<file path="src/rtl/mc_sequencer_if.sv">
// ---------------------------------------------------------------------------
// mc_sequencer_if
// Bundle between the multicycle control FSM and the shared ARM/RISC-V
// datapath.
//
// Datapath -> sequencer:
//   arm        ISA mode (1 = ARM, 0 = RISC-V)
//   instr      instruction register contents
//   zero       ALU zero flag
//   condex     ARM condition passed
//   mem_ready  memory completes the current request this cycle
// Sequencer -> datapath:
//   mem_req, memwrite, adrsrc, irwrite, pcwrite, regwrite,
//   resultsrc, alusrca, alusrcb, aluop, immsrc, illegal, instr_done
//
// Modports:
//   master  the sequencer side (drives the control outputs)
//   slave   the datapath side (drives status and instruction)
// ---------------------------------------------------------------------------
interface mc_sequencer_if;
    logic        arm;
    logic [31:0] instr;
    logic        zero;
    logic        condex;
    logic        mem_ready;

    logic        mem_req;
    logic        memwrite;
    logic        adrsrc;
    logic        irwrite;
    logic        pcwrite;
    logic        regwrite;
    logic [1:0]  resultsrc;
    logic [1:0]  alusrca;
    logic [1:0]  alusrcb;
    logic [1:0]  aluop;
    logic [1:0]  immsrc;
    logic        illegal;
    logic        instr_done;

    modport master (
        input  arm, instr, zero, condex, mem_ready,
        output mem_req, memwrite, adrsrc, irwrite, pcwrite, regwrite,
               resultsrc, alusrca, alusrcb, aluop, immsrc, illegal, instr_done
    );

    modport slave (
        output arm, instr, zero, condex, mem_ready,
        input  mem_req, memwrite, adrsrc, irwrite, pcwrite, regwrite,
               resultsrc, alusrca, alusrcb, aluop, immsrc, illegal, instr_done
    );
endinterface

</file>
<file path="src/rtl/mc_sequencer.sv">
// ---------------------------------------------------------------------------
// mc_sequencer
// Multicycle control FSM for the combined ARM/RISC-V core. Steps the shared
// datapath through fetch, decode, execute, memory and writeback, selects the
// immediate format per ISA and handles the memory-ready handshake.
//
// Ports:
//   clk    core clock
//   reset  synchronous, active-high; forces FETCH and zeroes all outputs
//   bus    mc_sequencer_if.master (status/instruction in, controls out)
// ---------------------------------------------------------------------------
module mc_sequencer (
    input  logic           clk,
    input  logic           reset,
    mc_sequencer_if.master bus
);

    localparam logic [3:0] S_FETCH    = 4'd0;
    localparam logic [3:0] S_DECODE   = 4'd1;
    localparam logic [3:0] S_MEMADR   = 4'd2;
    localparam logic [3:0] S_MEMREAD  = 4'd3;
    localparam logic [3:0] S_MEMWB    = 4'd4;
    localparam logic [3:0] S_MEMWRITE = 4'd5;
    localparam logic [3:0] S_EXECR    = 4'd6;
    localparam logic [3:0] S_EXECI    = 4'd7;
    localparam logic [3:0] S_ALUWB    = 4'd8;
    localparam logic [3:0] S_BEQ      = 4'd9;
    localparam logic [3:0] S_JAL      = 4'd10;
    localparam logic [3:0] S_ABRANCH  = 4'd11;

    logic [3:0] r_state;
    logic [3:0] w_next;
    // ISA mode captured in DECODE so later states do not depend on arm.
    logic       r_arm;

    logic [6:0] w_op;
    logic       w_rv_load;
    logic       w_load;

    logic       w_mem_req, w_memwrite, w_adrsrc, w_irwrite, w_pcwrite;
    logic       w_regwrite, w_illegal, w_done;
    logic [1:0] w_resultsrc, w_alusrca, w_alusrcb, w_aluop, w_immsrc;

    // Instruction bits that this block never looks at (link bit included).
    logic       w_unused;
    assign w_unused = ^{bus.instr[31:28], bus.instr[24:21], bus.instr[19:7]};

    assign w_op      = bus.instr[6:0];
    assign w_rv_load = (w_op == 7'b0000011);
    assign w_load    = r_arm ? bus.instr[20] : w_rv_load;

    always_ff @(posedge clk) begin
        if (reset) begin
            r_state <= S_FETCH;
            r_arm   <= 1'b0;
        end else begin
            r_state <= w_next;
            if (r_state == S_DECODE)
                r_arm <= bus.arm;
        end
    end

    always_comb begin
        w_next      = r_state;
        w_mem_req   = 1'b0;
        w_memwrite  = 1'b0;
        w_adrsrc    = 1'b0;
        w_irwrite   = 1'b0;
        w_pcwrite   = 1'b0;
        w_regwrite  = 1'b0;
        w_illegal   = 1'b0;
        w_done      = 1'b0;
        w_resultsrc = 2'b00;
        w_alusrca   = 2'b00;
        w_alusrcb   = 2'b00;
        w_aluop     = 2'b00;
        w_immsrc    = 2'b00;
        case (r_state)
            S_FETCH: begin
                w_mem_req   = 1'b1;
                w_alusrcb   = 2'b10;
                w_resultsrc = 2'b10;
                // IR load and PC+4 only commit on the completing cycle.
                if (bus.mem_ready) begin
                    w_irwrite = 1'b1;
                    w_pcwrite = 1'b1;
                    w_next    = S_DECODE;
                end
            end
            S_DECODE: begin
                w_alusrca = 2'b01;
                w_alusrcb = 2'b01;
                w_immsrc  = 2'b10;
                w_next    = S_FETCH;
                if (bus.arm) begin
                    if (!bus.condex) begin
                        w_done = 1'b1;
                    end else begin
                        case (bus.instr[27:26])
                            2'b01:   w_next = S_MEMADR;
                            2'b00:   w_next = bus.instr[25] ? S_EXECI : S_EXECR;
                            2'b10:   w_next = S_ABRANCH;
                            default: begin
                                w_illegal = 1'b1;
                                w_done    = 1'b1;
                            end
                        endcase
                    end
                end else begin
                    case (w_op)
                        7'b0000011, 7'b0100011: w_next = S_MEMADR;
                        7'b0110011:             w_next = S_EXECR;
                        7'b0010011:             w_next = S_EXECI;
                        7'b1100011:             w_next = S_BEQ;
                        7'b1101111:             w_next = S_JAL;
                        default: begin
                            w_illegal = 1'b1;
                            w_done    = 1'b1;
                        end
                    endcase
                end
            end
            S_MEMADR: begin
                w_alusrca = 2'b10;
                w_alusrcb = 2'b01;
                // RISC-V loads use the I format; stores and all ARM memory ops use 01.
                w_immsrc  = (r_arm || !w_rv_load) ? 2'b01 : 2'b00;
                w_next    = w_load ? S_MEMREAD : S_MEMWRITE;
            end
            S_MEMREAD: begin
                w_mem_req = 1'b1;
                w_adrsrc  = 1'b1;
                if (bus.mem_ready)
                    w_next = S_MEMWB;
            end
            S_MEMWB: begin
                w_resultsrc = 2'b01;
                w_regwrite  = 1'b1;
                w_done      = 1'b1;
                w_next      = S_FETCH;
            end
            S_MEMWRITE: begin
                w_mem_req  = 1'b1;
                w_memwrite = 1'b1;
                w_adrsrc   = 1'b1;
                w_done     = bus.mem_ready;
                if (bus.mem_ready)
                    w_next = S_FETCH;
            end
            S_EXECR: begin
                w_alusrca = 2'b10;
                w_aluop   = 2'b10;
                w_next    = S_ALUWB;
            end
            S_EXECI: begin
                w_alusrca = 2'b10;
                w_alusrcb = 2'b01;
                w_aluop   = 2'b10;
                w_next    = S_ALUWB;
            end
            S_ALUWB: begin
                w_regwrite = 1'b1;
                w_done     = 1'b1;
                w_next     = S_FETCH;
            end
            S_BEQ: begin
                w_alusrca = 2'b10;
                w_aluop   = 2'b01;
                w_pcwrite = bus.zero;
                w_done    = 1'b1;
                w_next    = S_FETCH;
            end
            S_JAL: begin
                w_alusrca  = 2'b01;
                w_alusrcb  = 2'b10;
                w_pcwrite  = 1'b1;
                w_regwrite = 1'b1;
                w_immsrc   = 2'b11;
                w_done     = 1'b1;
                w_next     = S_FETCH;
            end
            S_ABRANCH: begin
                w_alusrca   = 2'b01;
                w_alusrcb   = 2'b01;
                w_immsrc    = 2'b10;
                w_resultsrc = 2'b10;
                w_pcwrite   = 1'b1;
                w_done      = 1'b1;
                w_next      = S_FETCH;
            end
            default: w_next = S_FETCH;
        endcase
    end

    // Outputs are held at zero for as long as reset is asserted, which also
    // stops any in-flight write the moment reset arrives.
    assign bus.mem_req    = reset ? 1'b0  : w_mem_req;
    assign bus.memwrite   = reset ? 1'b0  : w_memwrite;
    assign bus.adrsrc     = reset ? 1'b0  : w_adrsrc;
    assign bus.irwrite    = reset ? 1'b0  : w_irwrite;
    assign bus.pcwrite    = reset ? 1'b0  : w_pcwrite;
    assign bus.regwrite   = reset ? 1'b0  : w_regwrite;
    assign bus.resultsrc  = reset ? 2'b00 : w_resultsrc;
    assign bus.alusrca    = reset ? 2'b00 : w_alusrca;
    assign bus.alusrcb    = reset ? 2'b00 : w_alusrcb;
    assign bus.aluop      = reset ? 2'b00 : w_aluop;
    assign bus.immsrc     = reset ? 2'b00 : w_immsrc;
    assign bus.illegal    = reset ? 1'b0  : w_illegal;
    assign bus.instr_done = reset ? 1'b0  : w_done;

endmodule
</file>
<file path="src/flat_wrapper.sv">
// flat-port wrapper written by rule: the top's interface ports become plain ports
module mc_sequencer_flat 
  (clk, reset, bus_arm, bus_instr, bus_zero, bus_condex, bus_mem_ready, bus_mem_req, bus_memwrite, bus_adrsrc, bus_irwrite, bus_pcwrite, bus_regwrite, bus_resultsrc, bus_alusrca, bus_alusrcb, bus_aluop, bus_immsrc, bus_illegal, bus_instr_done);
  mc_sequencer_if bus_i ();
  input  logic clk;
  input  logic reset;
  input wire logic [$bits(bus_i.arm)-1:0] bus_arm;
  input wire logic [$bits(bus_i.instr)-1:0] bus_instr;
  input wire logic [$bits(bus_i.zero)-1:0] bus_zero;
  input wire logic [$bits(bus_i.condex)-1:0] bus_condex;
  input wire logic [$bits(bus_i.mem_ready)-1:0] bus_mem_ready;
  output wire logic [$bits(bus_i.mem_req)-1:0] bus_mem_req;
  output wire logic [$bits(bus_i.memwrite)-1:0] bus_memwrite;
  output wire logic [$bits(bus_i.adrsrc)-1:0] bus_adrsrc;
  output wire logic [$bits(bus_i.irwrite)-1:0] bus_irwrite;
  output wire logic [$bits(bus_i.pcwrite)-1:0] bus_pcwrite;
  output wire logic [$bits(bus_i.regwrite)-1:0] bus_regwrite;
  output wire logic [$bits(bus_i.resultsrc)-1:0] bus_resultsrc;
  output wire logic [$bits(bus_i.alusrca)-1:0] bus_alusrca;
  output wire logic [$bits(bus_i.alusrcb)-1:0] bus_alusrcb;
  output wire logic [$bits(bus_i.aluop)-1:0] bus_aluop;
  output wire logic [$bits(bus_i.immsrc)-1:0] bus_immsrc;
  output wire logic [$bits(bus_i.illegal)-1:0] bus_illegal;
  output wire logic [$bits(bus_i.instr_done)-1:0] bus_instr_done;
  assign bus_i.arm = bus_arm;
  assign bus_i.instr = bus_instr;
  assign bus_i.zero = bus_zero;
  assign bus_i.condex = bus_condex;
  assign bus_i.mem_ready = bus_mem_ready;
  assign bus_mem_req = bus_i.mem_req;
  assign bus_memwrite = bus_i.memwrite;
  assign bus_adrsrc = bus_i.adrsrc;
  assign bus_irwrite = bus_i.irwrite;
  assign bus_pcwrite = bus_i.pcwrite;
  assign bus_regwrite = bus_i.regwrite;
  assign bus_resultsrc = bus_i.resultsrc;
  assign bus_alusrca = bus_i.alusrca;
  assign bus_alusrcb = bus_i.alusrcb;
  assign bus_aluop = bus_i.aluop;
  assign bus_immsrc = bus_i.immsrc;
  assign bus_illegal = bus_i.illegal;
  assign bus_instr_done = bus_i.instr_done;
  mc_sequencer u_core (.clk(clk), .reset(reset), .bus(bus_i));
endmodule
</file>
<file path="config.mk">
export PLATFORM = sky130hd
export DESIGN_NAME = mc_sequencer_flat
export DESIGN_NICKNAME = d
export VERILOG_FILES = /design/src/rtl/mc_sequencer_if.sv /design/src/rtl/mc_sequencer.sv /design/src/flat_wrapper.sv
export SDC_FILE = /design/constraint.sdc
export NUM_CORES = 1
export LEC_CHECK = 0
export BUFFER_PORTS_ARGS = -buffer_cell sky130_fd_sc_hd__buf_4
export CORE_UTILIZATION = 34
export DETAILED_ROUTE_END_ITERATION = 10
export GPL_TIMING_DRIVEN = 0
export PLACE_DENSITY_LB_ADDON = 0.25
export REMOVE_ABC_BUFFERS = 1
export SETUP_SLACK_MARGIN = 0.2
export SYNTH_ARGS = -nofsm -noshare
export SYNTH_HDL_FRONTEND = slang
export SYNTH_SLANG_ARGS = --single-unit
</file>
<file path="constraint.sdc">
create_clock -name clk -period 1.54 [get_ports clk]
set_input_delay 0.231 -clock clk [delete_from_list [all_inputs] [get_ports clk]]
set_output_delay 0.231 -clock clk [all_outputs]
set_load 0.005 [all_outputs]
</file>
==> results of run 1 <==
## sequential cells by signal, indices dropped and copies added, names as in the netlist
register and cells:
u_core.r_state 4, u_core.r_arm 1
## power groups by stage
stage	Clock (uW)	Sequential [uW]	Combinational [uW]
finish	164	141	312
detailed placement	0	153	180
CTS	161	142	256
global placement	0	153	177
global route	178	141	329
floorplan	0	149	89.1
## timing repair
item                                    in CTS  in global routing
endpoints found under the setup margin      23                 23
pin swaps                                    8                  7
endpoints found under the hold margin        0                  0
hold buffers                                 0                  0
cloned                                       1                  0
gates resized for setup                     36                 18
buffers inserted                            11                  5
## area by class of cell
cell class	instances	share of cell area, %
multi-input cells	101	55.61
repair buffers	51	31.07
flip-flops and latches	5	8.007
well taps	28	2.437
clock buffers	4	1.828
inverters	4	1.044
## per-layer routing
| layer | up-vias | wire length (um) | part of all wire (%) |
|---|---|---|---|
| met4 | 0 | 115 | 3.6 |
| li1 | 526 | - | - |
| met1 | 507 | 1262 | 40 |
| met5 | - | 0 | 0 |
| met2 | 71 | 1507 | 48 |
| met3 | 12 | 268 | 8.5 |
## stage by stage
stage	cell area [um2]	setup slack, ns	power (uW)
after floorplan	732.0	-0.09270	237.9
after global routing	1438	-0.2805	648.3
after CTS	1310	-0.2214	558.5
after detailed placement	1022	-0.3398	333.3
after global placement	1022	-0.3380	330.3
final	1438	-0.2348	616.1
## worst max-delay path, delay by kind of cell, from the launching register on
kind | cells | cell delay (ns)
and+or+nand+nor | 2 | 0.60
DFF | 1 | 0.34
AOI/OAI and AO/OA | 1 | 0.20
buffers and inverters | 1 | 0.15
## worst max-delay path by stage
stage | slack, ns | endpoint | depth (start not counted)
floorplan | -0.09 | bus_instr_done | 3
global placement | -0.34 | bus_instr_done | 4
detailed placement | -0.34 | bus_instr_done | 4
CTS | -0.22 | bus_instr_done | 4
global route | -0.28 | bus_mem_req | 5
finish | -0.23 | bus_instr_done | 4
## placed cells by master, fill, tap and decap left out, types with 3 or more instances in the layout
master    netlist  final
nor3_1         10      6
nor2b_1         4      4
nand3_1         4      4
o21ai_0         5      4
nand2b_4        1      3
nor2_1         19     14
buf_4           0     43
a21oi_1         7      5
nor3_2          1      3
clkbuf_4        0      3
buf_6           2      5
dfxtp_4         0      4
inv_1           4      4
nor2_2          1      4
nand2_1         5      4
## cell usage after synthesis, types with 3 or more instances
cell / number
nor3_1: 10
nand2b_1: 5
dfxtp_1: 5
nor4_1: 3
nand3_1: 4
o21ai_0: 5
nor2_1: 19
inv_1: 4
nor2b_1: 4
clkbuf_1: 4
a21oi_1: 7
buf_2: 3
nand2_1: 5
## kinds of logic (layout without fill, tap and decap cells)
family / Yosys count / in the layout / share of synthesized area (%)
xor+xnor: 2 / 2 / 2.223
simple gates: 68 / 68 / 48.25
compound gates: 28 / 28 / 23.81
mux: 3 / 3 / 3.968
flops: 5 / 5 / 12.70
buf+inv: 14 / 59 / 9.045
==> summary.txt, run 1 <==
GRT
  • Met1 track utilization from global routing: 28.81%
  • First-pass GRT wire length: 4340 um
  • Initial antenna violation count: 0
  • Largest net degree at the start of global routing: 21
  • Total gr overflow: 0
  • Vias in the first global route: 962
  • GRT met3 Usage: 5.455%
  • GR peak layer: met2
  • GR Util met2: 36.44%
  • Total global routing track utilization: 22.95%

Die
  • Core ar.: 0.002191 mm2
  • FP Rows: 17
  • I/O Pins: 56
  • Die H: 50.15 um
  • Initial Util: 35.98%
  • Full die area: 0.002515 mm2
  • Die width: 50.15 um

Critical path
  • CP Data Arrival Time: 1.54 ns
  • CP Class: reg -> out
  • Reg2reg start: u_core.r_state[2]$_SDFFE_PP0P_
  • Worst reg2reg path depth: 6
  • Crit start category: flip-flop
  • CP peak stage delay: 0.36 ns
  • Crit-path max FO: 3
  • Reg2reg setup slack: 0.01 ns
  • Critical path cell sequence: or2_4 -> or3_4 -> o32ai_2 -> buf_4
  • CP max-delay cell: or3_4
  • CP startpoint: u_core.r_state[2]$_SDFFE_PP0P_
  • CP Capture Type: output pin
  • CP required: 1.31 ns
  • RR Endpoint: u_core.r_state[3]$_SDFFE_PP0P_

STA
  • Max_slew headroom: 77.35%
  • Final setup viols: 10
  • Slew @ Worst Pin: 0.3351 ns
  • Final worst-path cycle share: 115.2%
  • Setup TNS: -1.406 ns
  • RSZ-0062 raised after global routing: true
  • Max Slew Vio Count: 0
  • Worst Skew: 0.005579 ns
  • Crit path time final: 1.775 ns
  • Setup WS post-layout: -0.2348 ns
  • Hold_ws: 0.2730 ns
  • FMAX: 563.4 MHz
  • Final hold vios: 0

Cells and area
  • Register Area: 115.1 um2
  • N_diodes: 0
  • Footprint of the multi-input gates: 799.5 um2
  • Cell Count, Final, Fillers Out: 193
  • Fill cells: 177
  • Share of layout cells above drive strength 1: 55.76%
  • Final Core Density: 65.62%
  • P&R area growth vs syn: 82.38%
  • # nets final: 204

Routing
  • Final ANT Viol Nets: 0
  • Vias per cell: 5.782
  • Initial DRC Count: 52
  • Routed len/inst: 16.34 um
  • Pre-antenna DRT Iters: 4
  • Vias: 1116
  • WL final: 3154 um
  • Drc violations: 0

Clock network
  • CTS Sinks: 5
  • CTS max path bufs: 2
  • CTS tree: yes
  • Cts bufs inserted: 3
  • Htree depth: 1
  • Clk_lat worst skew: 0.26 ns
  • Clock root buffer: clkbuf_4
  • Clk pin slew, worst setup/hold paths: 0.05 ns

Synthesis
  • Ys async rst share: 0%
  • FF+latch count, synth: 5
  • Syn avg cell area: 6.569 um2
  • Netlist cell types: 42
  • Dominant synthesized flop cell: dfxtp_1
  • Synth area leaders: dfxtp_1 (13%), nor2_1 (9.0%), nor3_1 (6.3%), a21oi_1 (4.4%), nand2b_1 (4.0%)
  • EDFF count, synth: 0
  • Yosys warns: 0
  • Cell taking the most area after synthesis: dfxtp_1
  • Yosys top cell area share: 12.70%
  • Cells after synthesis: 120
  • Synthesized area: 788.3 um2
  • Register area share after synthesis: 12.70%

Place
  • I/O Buffers: 34
  • Gpl congestion: 0.7870
  • Placed insts: 172
  • DP Wirelength: 1610 um

Min path
  • Hold Startpoint: bus_arm
  • Hold Crit Class: in -> reg
  • Hold Path Stages: 3
  • Hold Path End: u_core.r_arm$_SDFFE_PP0P_

Outcome
  • Status: complete, but fails checks
  • Violated checks: setup timing

Flow run
  • Maxcap violations: 0

Power
  • Net Sw Frac: 35.37%
  • Leakage: 0.0005920 uW
  • Combinational Power Share: 50.6%
  • Seq pwr share: 22.8%
  • Pint: 398.2 uW
  • PD cells: 428.6 mW/mm2
  • P_sw: 217.9 uW
  • Peak VDD IR: 0.0003131 V
  • Clock power frac: 26.6%
No activity file was read; power rests on OpenSTA's default activity.
==> inputs of run 2 (changes only) <==
Settings changed: CTS_BUF_LIST set to sky130_fd_sc_hd__clkbuf_8.
==> run 2 against run 1 <==
  * The flow still finishes with violations (setup timing)
  * Clock power increased by 51%
  * Total power rose by 14%
  * Combinational power is essentially flat
  * Sequential share of layout area decreased by 0.20 points
  * Non-clock buffer count rose by 1
  * Clock-buffer cell count shrank 1
  * Die area is the same
  * Register-to-register slack better by 0.02 ns
  * Cell area rose by 2.5%
  * Utilization rose by 1.7 points
  * Largest cell class unchanged
  * Largest power group unchanged
==> summary.txt, run 2 (same netlist as run 1, synthesis figures left out) <==
Power
  • Combinational Power Share: 44.7% (was 50.6%)
  • Peak VDD IR: 0.0003193 V (was 0.0003131 V)
  • Leakage: 0.0006106 uW (was 0.0005920 uW)
  • P_sw: 229.0 uW (was 217.9 uW)
  • Net Sw Frac: 32.51% (was 35.37%)
  • Seq pwr share: 20.1% (was 22.8%)
  • PD cells: 477.9 mW/mm2 (was 428.6 mW/mm2)
  • Pint: 475.5 uW (was 398.2 uW)
  • Clock power frac: 35.3% (was 26.6%)

Cells and area
  • Top Registers: u_core.r_state (4), u_core.r_arm (1) (unchanged)
  • P&R area growth vs syn: 86.98% (was 82.38%)
  • Share of layout cells above drive strength 1: 55.42% (was 55.76%)
  • Final Core Density: 67.28% (was 65.62%)
  • Number of flip-flops under the largest register name: 4 (unchanged)
  • Reg with most FFs: u_core.r_state (unchanged)
  • Fill cells: 167 (was 177)
  • Most frequent cells in the layout: buf_4 (41), nor2_1 (15), nor3_1 (7), buf_6 (7), inv_1 (5) (was buf_4 (43), nor2_1 (14), nor3_1 (6))
  • Commonest non-fill, non-tap cell in the layout: buf_4 (unchanged)
  • Cell Count, Final, Fillers Out: 194 (was 193)
  • N_diodes: 0 (unchanged)
  • # nets final: 205 (was 204)
  • Design area: 0.001474 mm2 (was 0.001438 mm2)

Critical path
  • Crit start category: flip-flop (unchanged)
  • CP Class: reg -> out (unchanged)
  • Crit-path max FO: 7 (was 3)
  • CP required: 1.31 ns (about the same)
  • Worst Path Buf+Inv: 2 (was 1)
  • CP Capture Type: output pin (unchanged)
  • CP max-delay cell: dfxtp_4 (was or3_4)
  • Critical path cell sequence: buf_4 -> xnor2_4 -> a21oi_1 -> o22a_1 -> nor2_2 -> buf_4 (was or2_4 -> or3_4 -> o32ai_2 -> buf_4)
  • CP Data Arrival Time: 1.51 ns (was 1.54 ns)
  • CP delay by family, top: flip-flops (was simple AND/OR/NAND/NOR gates)
  • Most frequent cell on the critical path: buf_4
  • CP peak stage delay: 0.34 ns (was 0.36 ns)

STA
  • Hold_ws: 0.2953 ns (was 0.2730 ns)
  • FMAX: 573.9 MHz (was 563.4 MHz)
  • RSZ-0062 raised after global routing: true (unchanged)
  • Max Slew Vio Count: 0 (unchanged)
  • Setup WS post-layout: -0.2024 ns (was -0.2348 ns)
  • Final setup viols: 9 (was 10)
  • Final hold vios: 0 (unchanged)
  • Final worst-path cycle share: 113.1% (was 115.2%)
  • Crit path time final: 1.742 ns (was 1.775 ns)
  • Slew @ Worst Pin: 0.3338 ns (was 0.3351 ns)
  • Max_slew headroom: 77.43% (was 77.35%)
  • Worst Skew: 0.004343 ns (was 0.005579 ns)

GRT
  • Largest net degree at the start of global routing: 21 (unchanged)
  • Total gr overflow: 0 (unchanged)
  • Vias in the first global route: 952 (was 962)
  • First-pass GRT wire length: 4374 um (was 4340 um)
  • Total global routing track utilization: 23.02% (was 22.95%)
  • Initial antenna violation count: 0 (unchanged)

Routing
  • WL final: 3146 um (was 3154 um)
  • Final ANT Viol Nets: 0 (unchanged)
  • Routed len/inst: 16.22 um (was 16.34 um)
  • Drc violations: 0 (unchanged)
  • Pre-antenna DRT Iters: 4 (unchanged)
  • Initial DRC Count: 55 (was 52)
  • Vias: 1124 (was 1116)
  • Vias per cell: 5.794 (was 5.782)

Die
  • I/O Pins: 56 (unchanged)
  • Initial Util: 35.98% (unchanged)
  • Die H: 50.15 um (unchanged)
  • Full die area: 0.002515 mm2 (unchanged)
  • FP Rows: 17 (unchanged)
  • Core ar.: 0.002191 mm2 (unchanged)
  • Die width: 50.15 um (unchanged)

Place
  • Placement Setup Slack: -0.3398 ns (unchanged)
  • Gpl congestion: 0.7870 (unchanged)
  • DP Wirelength: 1610 um (unchanged)
  • I/O Buffers: 34 (unchanged)
  • Placed insts: 172 (unchanged)
  • Post-place instance area: 0.001022 mm2 (unchanged)

Clock network
  • Clk pin slew, worst setup/hold paths: 0.04 ns (was 0.05 ns)
  • Clock root buffer: clkbuf_8 (was clkbuf_4)
  • CTS tree: yes (unchanged)
  • CTS max path bufs: 2 (unchanged)
  • Hold-fix buffers at CTS: 0 (unchanged)
  • CTS Sinks: 5 (unchanged)
  • Htree depth: 1 (unchanged)
  • Clk_lat worst skew: 0.23 ns (was 0.26 ns)
  • Cts bufs inserted: 3 (unchanged)

Flow run
  • Maxcap violations: 0 (unchanged)

Outcome
  • Status: complete, but fails checks (unchanged)
  • Violated checks: setup timing (unchanged)

Min path
  • Hold Crit Class: in -> reg (unchanged)
[run 2: cell count changes in the layout (fill, tap and decap cells not counted), sizes merged]
cell,delta
buf,+1
clkbuf,-1
inv,+1
[run 2: area by class of cell]
cell class | count | area [um2] | area share [%]
multi-input cells | 101 | 794.5 | 53.91
inverters | 4 | 15.01 | 1.019
well taps | 28 | 35.03 | 2.377
flip-flops and latches | 5 | 115.1 | 7.810
clock inverters | 1 | 3.754 | 0.2547
clock buffers | 3 | 41.29 | 2.801
repair buffers | 52 | 469.2 | 31.83
[run 2: final timing paths]
kind                                         end  slack, ns  cells after the start                            from
hold / removal         u_core.r_arm$_SDFFE_PP0P_       0.30                      3                         bus_arm
setup reg to reg  u_core.r_state[3]$_SDFFE_PP0P_       0.03                      6  u_core.r_state[2]$_SDFFE_PP0P_
hold reg to reg        u_core.r_arm$_SDFFE_PP0P_       0.54                      2       u_core.r_arm$_SDFFE_PP0P_
setup / recovery                  bus_alusrcb[0]      -0.20                      6  u_core.r_state[2]$_SDFFE_PP0P_
[run 2: worst register-to-register path: cells and delay by family, from the launching register on]
family / cells / cell delay (ns)
AOI/OAI and AO/OA: 2 / 0.34
DFF: 1 / 0.34
and+or+nand+nor: 2 / 0.41
buffers and inverters: 2 / 0.33
[run 2: metal layers]
metal / GRT usage (%) / vias to the layer above / routed length, um
met5: 0 / - / 0
met4: 8.571 / 0 / 86
met3: 5.152 / 8 / 211
met2: 36.89 / 63 / 1555
met1: 29.72 / 522 / 1293
li1: - / 531 / -
[run 2: what timing repair did]
item                                    CTS  global route
cloned                                    1             0
resized for setup                        37            21
endpoints found under the setup margin   23            23
setup buffers                            11             6
pin swaps                                 9             9
[run 2: power groups by stage]
stage	Sequential [uW]	Combinational [uW]	Clock [uW]
2_1_floorplan	149	89.1	0
3_3_place_gp	153	177	0
3_5_place_dp	153	180	0
4_1_cts	143	256	244
5_1_grt	142	331	256
6_report	141	315	248
[run 2: stage by stage]
step	total power (uW)	TNS [ns]
6_report	704.4	-1.112
5_1_grt	728.9	-1.450
4_1_cts	642.5	-0.9261
3_5_place_dp	333.3	-1.386
3_3_place_gp	330.3	-1.171
2_1_floorplan	237.9	-0.09863
==> inputs of run 3 (changes only) <==
Settings changed: TNS_END_PERCENT set to 5.
==> run 3 against run 2 <==
  * The flow still finishes with violations (setup timing)
  * Sequential share of layout area increased by 1.7 points
  * Die area is the same
  * Critical path type unchanged
  * Utilization down 12 points
  * Cell count down 6.2%
  * Largest power group is now clock
  * Sequential power is essentially flat
  * Clock skew shrank 0.0035 ns
  * Register-to-register slack improved by 0.08 ns
  * Via count down 11%
  * Highest routed layer unchanged
  * Cell area shrank 17%
  * Global-route usage is 2.5 points lower
==> summary.txt, run 3 (same netlist as run 1, synthesis figures left out) <==
Cells and area
  • # nets final: 193 (was 205)
  • Reg with most FFs: u_core.r_state (unchanged)
  • P&R area growth vs syn: 54.29% (was 86.98%)
  • Fill cells: 212 (was 167)
  • Footprint of the multi-input gates: 694.4 um2 (was 794.5 um2)
  • Commonest non-fill, non-tap cell in the layout: buf_4 (unchanged)
  • Number of flip-flops under the largest register name: 4 (unchanged)
  • Top Registers: u_core.r_state (4), u_core.r_arm (1) (unchanged)
  • Share of layout cells above drive strength 1: 44.16% (was 55.42%)
  • N_diodes: 0 (unchanged)
  • Final Core Density: 55.51% (was 67.28%)
  • Register Area: 115.1 um2 (unchanged)
  • Most frequent cells in the layout: buf_4 (38), nor2_1 (18), nor3_1 (7) (was buf_4 (41), nor2_1 (15), nor3_1 (7), buf_6 (7), inv_1 (5))

Critical path
  • CP Capture Type: output pin (unchanged)
  • CP required: 1.31 ns (about the same)
  • CP Data Arrival Time: 1.49 ns (was 1.51 ns)
  • CP Class: reg -> out (unchanged)
  • Crit start category: flip-flop (unchanged)
  • Crit-path max FO: 3 (was 7)

STA
  • Max_slew headroom: 79.99% (was 77.43%)
  • RSZ-0062 raised after global routing: true (unchanged)
  • Worst Skew: 0.0008677 ns (was 0.004343 ns)
  • Setup WS post-layout: -0.1847 ns (was -0.2024 ns)
  • Final worst-path cycle share: 112.0% (was 113.1%)
  • FMAX: 579.8 MHz (was 573.9 MHz)
  • Setup TNS: -0.7485 ns (was -1.112 ns)
  • Crit path time final: 1.725 ns (was 1.742 ns)
  • Final setup viols: 8 (was 9)
  • Final hold vios: 0 (unchanged)
  • Max Slew Vio Count: 0 (unchanged)
  • Hold_ws: 0.2972 ns (was 0.2953 ns)
  • Slew @ Worst Pin: 0.3001 ns (was 0.3338 ns)

Routing
  • Initial DRC Count: 17 (was 55)
  • Vias: 1004 (was 1124)
  • Drc violations: 0 (unchanged)
  • Vias per cell: 5.516 (was 5.794)
  • Final ANT Viol Nets: 0 (unchanged)
  • Pre-antenna DRT Iters: 4 (unchanged)
  • Routed len/inst: 13.26 um (was 16.22 um)
  • WL final: 2413 um (was 3146 um)

Die
  • Initial Util: 35.98% (unchanged)
  • I/O Pins: 56 (unchanged)
  • Die H: 50.15 um (unchanged)
  • Full die area: 0.002515 mm2 (unchanged)
  • Core ar.: 0.002191 mm2 (unchanged)
  • Die width: 50.15 um (unchanged)
  • FP Rows: 17 (unchanged)

Place
  • DP Wirelength: 1610 um (unchanged)
  • I/O Buffers: 34 (unchanged)
  • Placement Setup Slack: -0.3398 ns (unchanged)
  • Gpl congestion: 0.7870 (unchanged)

Outcome
  • Violated checks: setup timing (unchanged)
  • Status: complete, but fails checks (unchanged)

GRT
  • Total gr overflow: 0 (unchanged)
  • Total global routing track utilization: 20.53% (was 23.02%)
  • First-pass GRT wire length: 3974 um (was 4374 um)
  • Initial antenna violation count: 0 (unchanged)
  • Largest net degree at the start of global routing: 21 (unchanged)
  • Vias in the first global route: 901 (was 952)

Power
  • PD cells: 496.6 mW/mm2 (was 477.9 mW/mm2)
  • Power, Total: 603.9 uW (was 704.4 uW)
  • Leakage: 0.0005138 uW (was 0.0006106 uW)
  • Peak VDD IR: 0.0002681 V (was 0.0003193 V)

Clock network
  • Hold-fix buffers at CTS: 0 (unchanged)
  • Htree depth: 1 (unchanged)
  • Clk pin slew, worst setup/hold paths: 0.04 ns (about the same)
  • CTS max path bufs: 2 (unchanged)
  • CTS tree: yes (unchanged)
  • Clock root buffer: clkbuf_8 (unchanged)
  • Cts bufs inserted: 3 (unchanged)
  • Clk_lat worst skew: 0.22 ns (was 0.23 ns)
  • CTS Sinks: 5 (unchanged)

Min path
  • Hold Crit Class: in -> reg (unchanged)

Flow run
  • Maxcap violations: 0 (unchanged)
[run 3: power by group]
part / internal (uW) / leakage [uW] / total (uW) / switching (uW)
Combinational: 116 / 0.000443 / 224 / 107
Sequential: 131 / 0.0000437 / 140 / 9.51
Clock: 171 / 0.0000269 / 240 / 69.0
[run 3: routing by layer]
metal  GRT usage [%]  share of wire (%)
met4           8.095                1.5
met5               0                  0
met3           4.242                6.5
met1           25.82                 46
met2           33.78                 46
[run 3: final timing paths]
kind,cells after the start,end,start,slack [ns]
worst min register to register,2,u_core.r_arm$_SDFFE_PP0P_,u_core.r_arm$_SDFFE_PP0P_,0.53
worst min-delay path,3,u_core.r_arm$_SDFFE_PP0P_,bus_arm,0.30
worst max register to register,5,u_core.r_state[3]$_SDFFE_PP0P_,u_core.r_state[2]$_SDFFE_PP0P_,0.11
worst max-delay path,4,bus_instr_done,u_core.r_state[2]$_SDFFE_PP0P_,-0.18
[run 3: worst max-delay path, cell delays in order, from the launching register on]
cell,delay (ns)
dfxtp_4,0.33
or2_4,0.23
or3_4,0.36
o32ai_2,0.20
buf_4,0.15
[run 3: final cells by class]
type / instances / area share [%]
Multi-Input combinational cell: 101 / 57.10
Tap cell: 28 / 2.881
Sequential cell: 5 / 9.465
Inverter: 4 / 1.235
Timing Repair Buffer: 40 / 25.62
Clock inverter: 1 / 0.3086
Clock buffer: 3 / 3.395
[run 3: timing repair]
item / 4_1_cts / 5_1_grt
buffers inserted: 6 / 0
endpoints found under the setup margin: 23 / 23
pin swaps: 7 / 2
gates resized for setup: 19 / 7
[run 3: through the flow]
| step | cells | instance area (um2) |
|---|---|---|
| floorplan | 110 | 732.0 |
| global placement | 172 | 1022 |
| detailed placement | 172 | 1022 |
| CTS | 182 | 1186 |
| global route | 182 | 1216 |
| finish | 182 | 1216 |
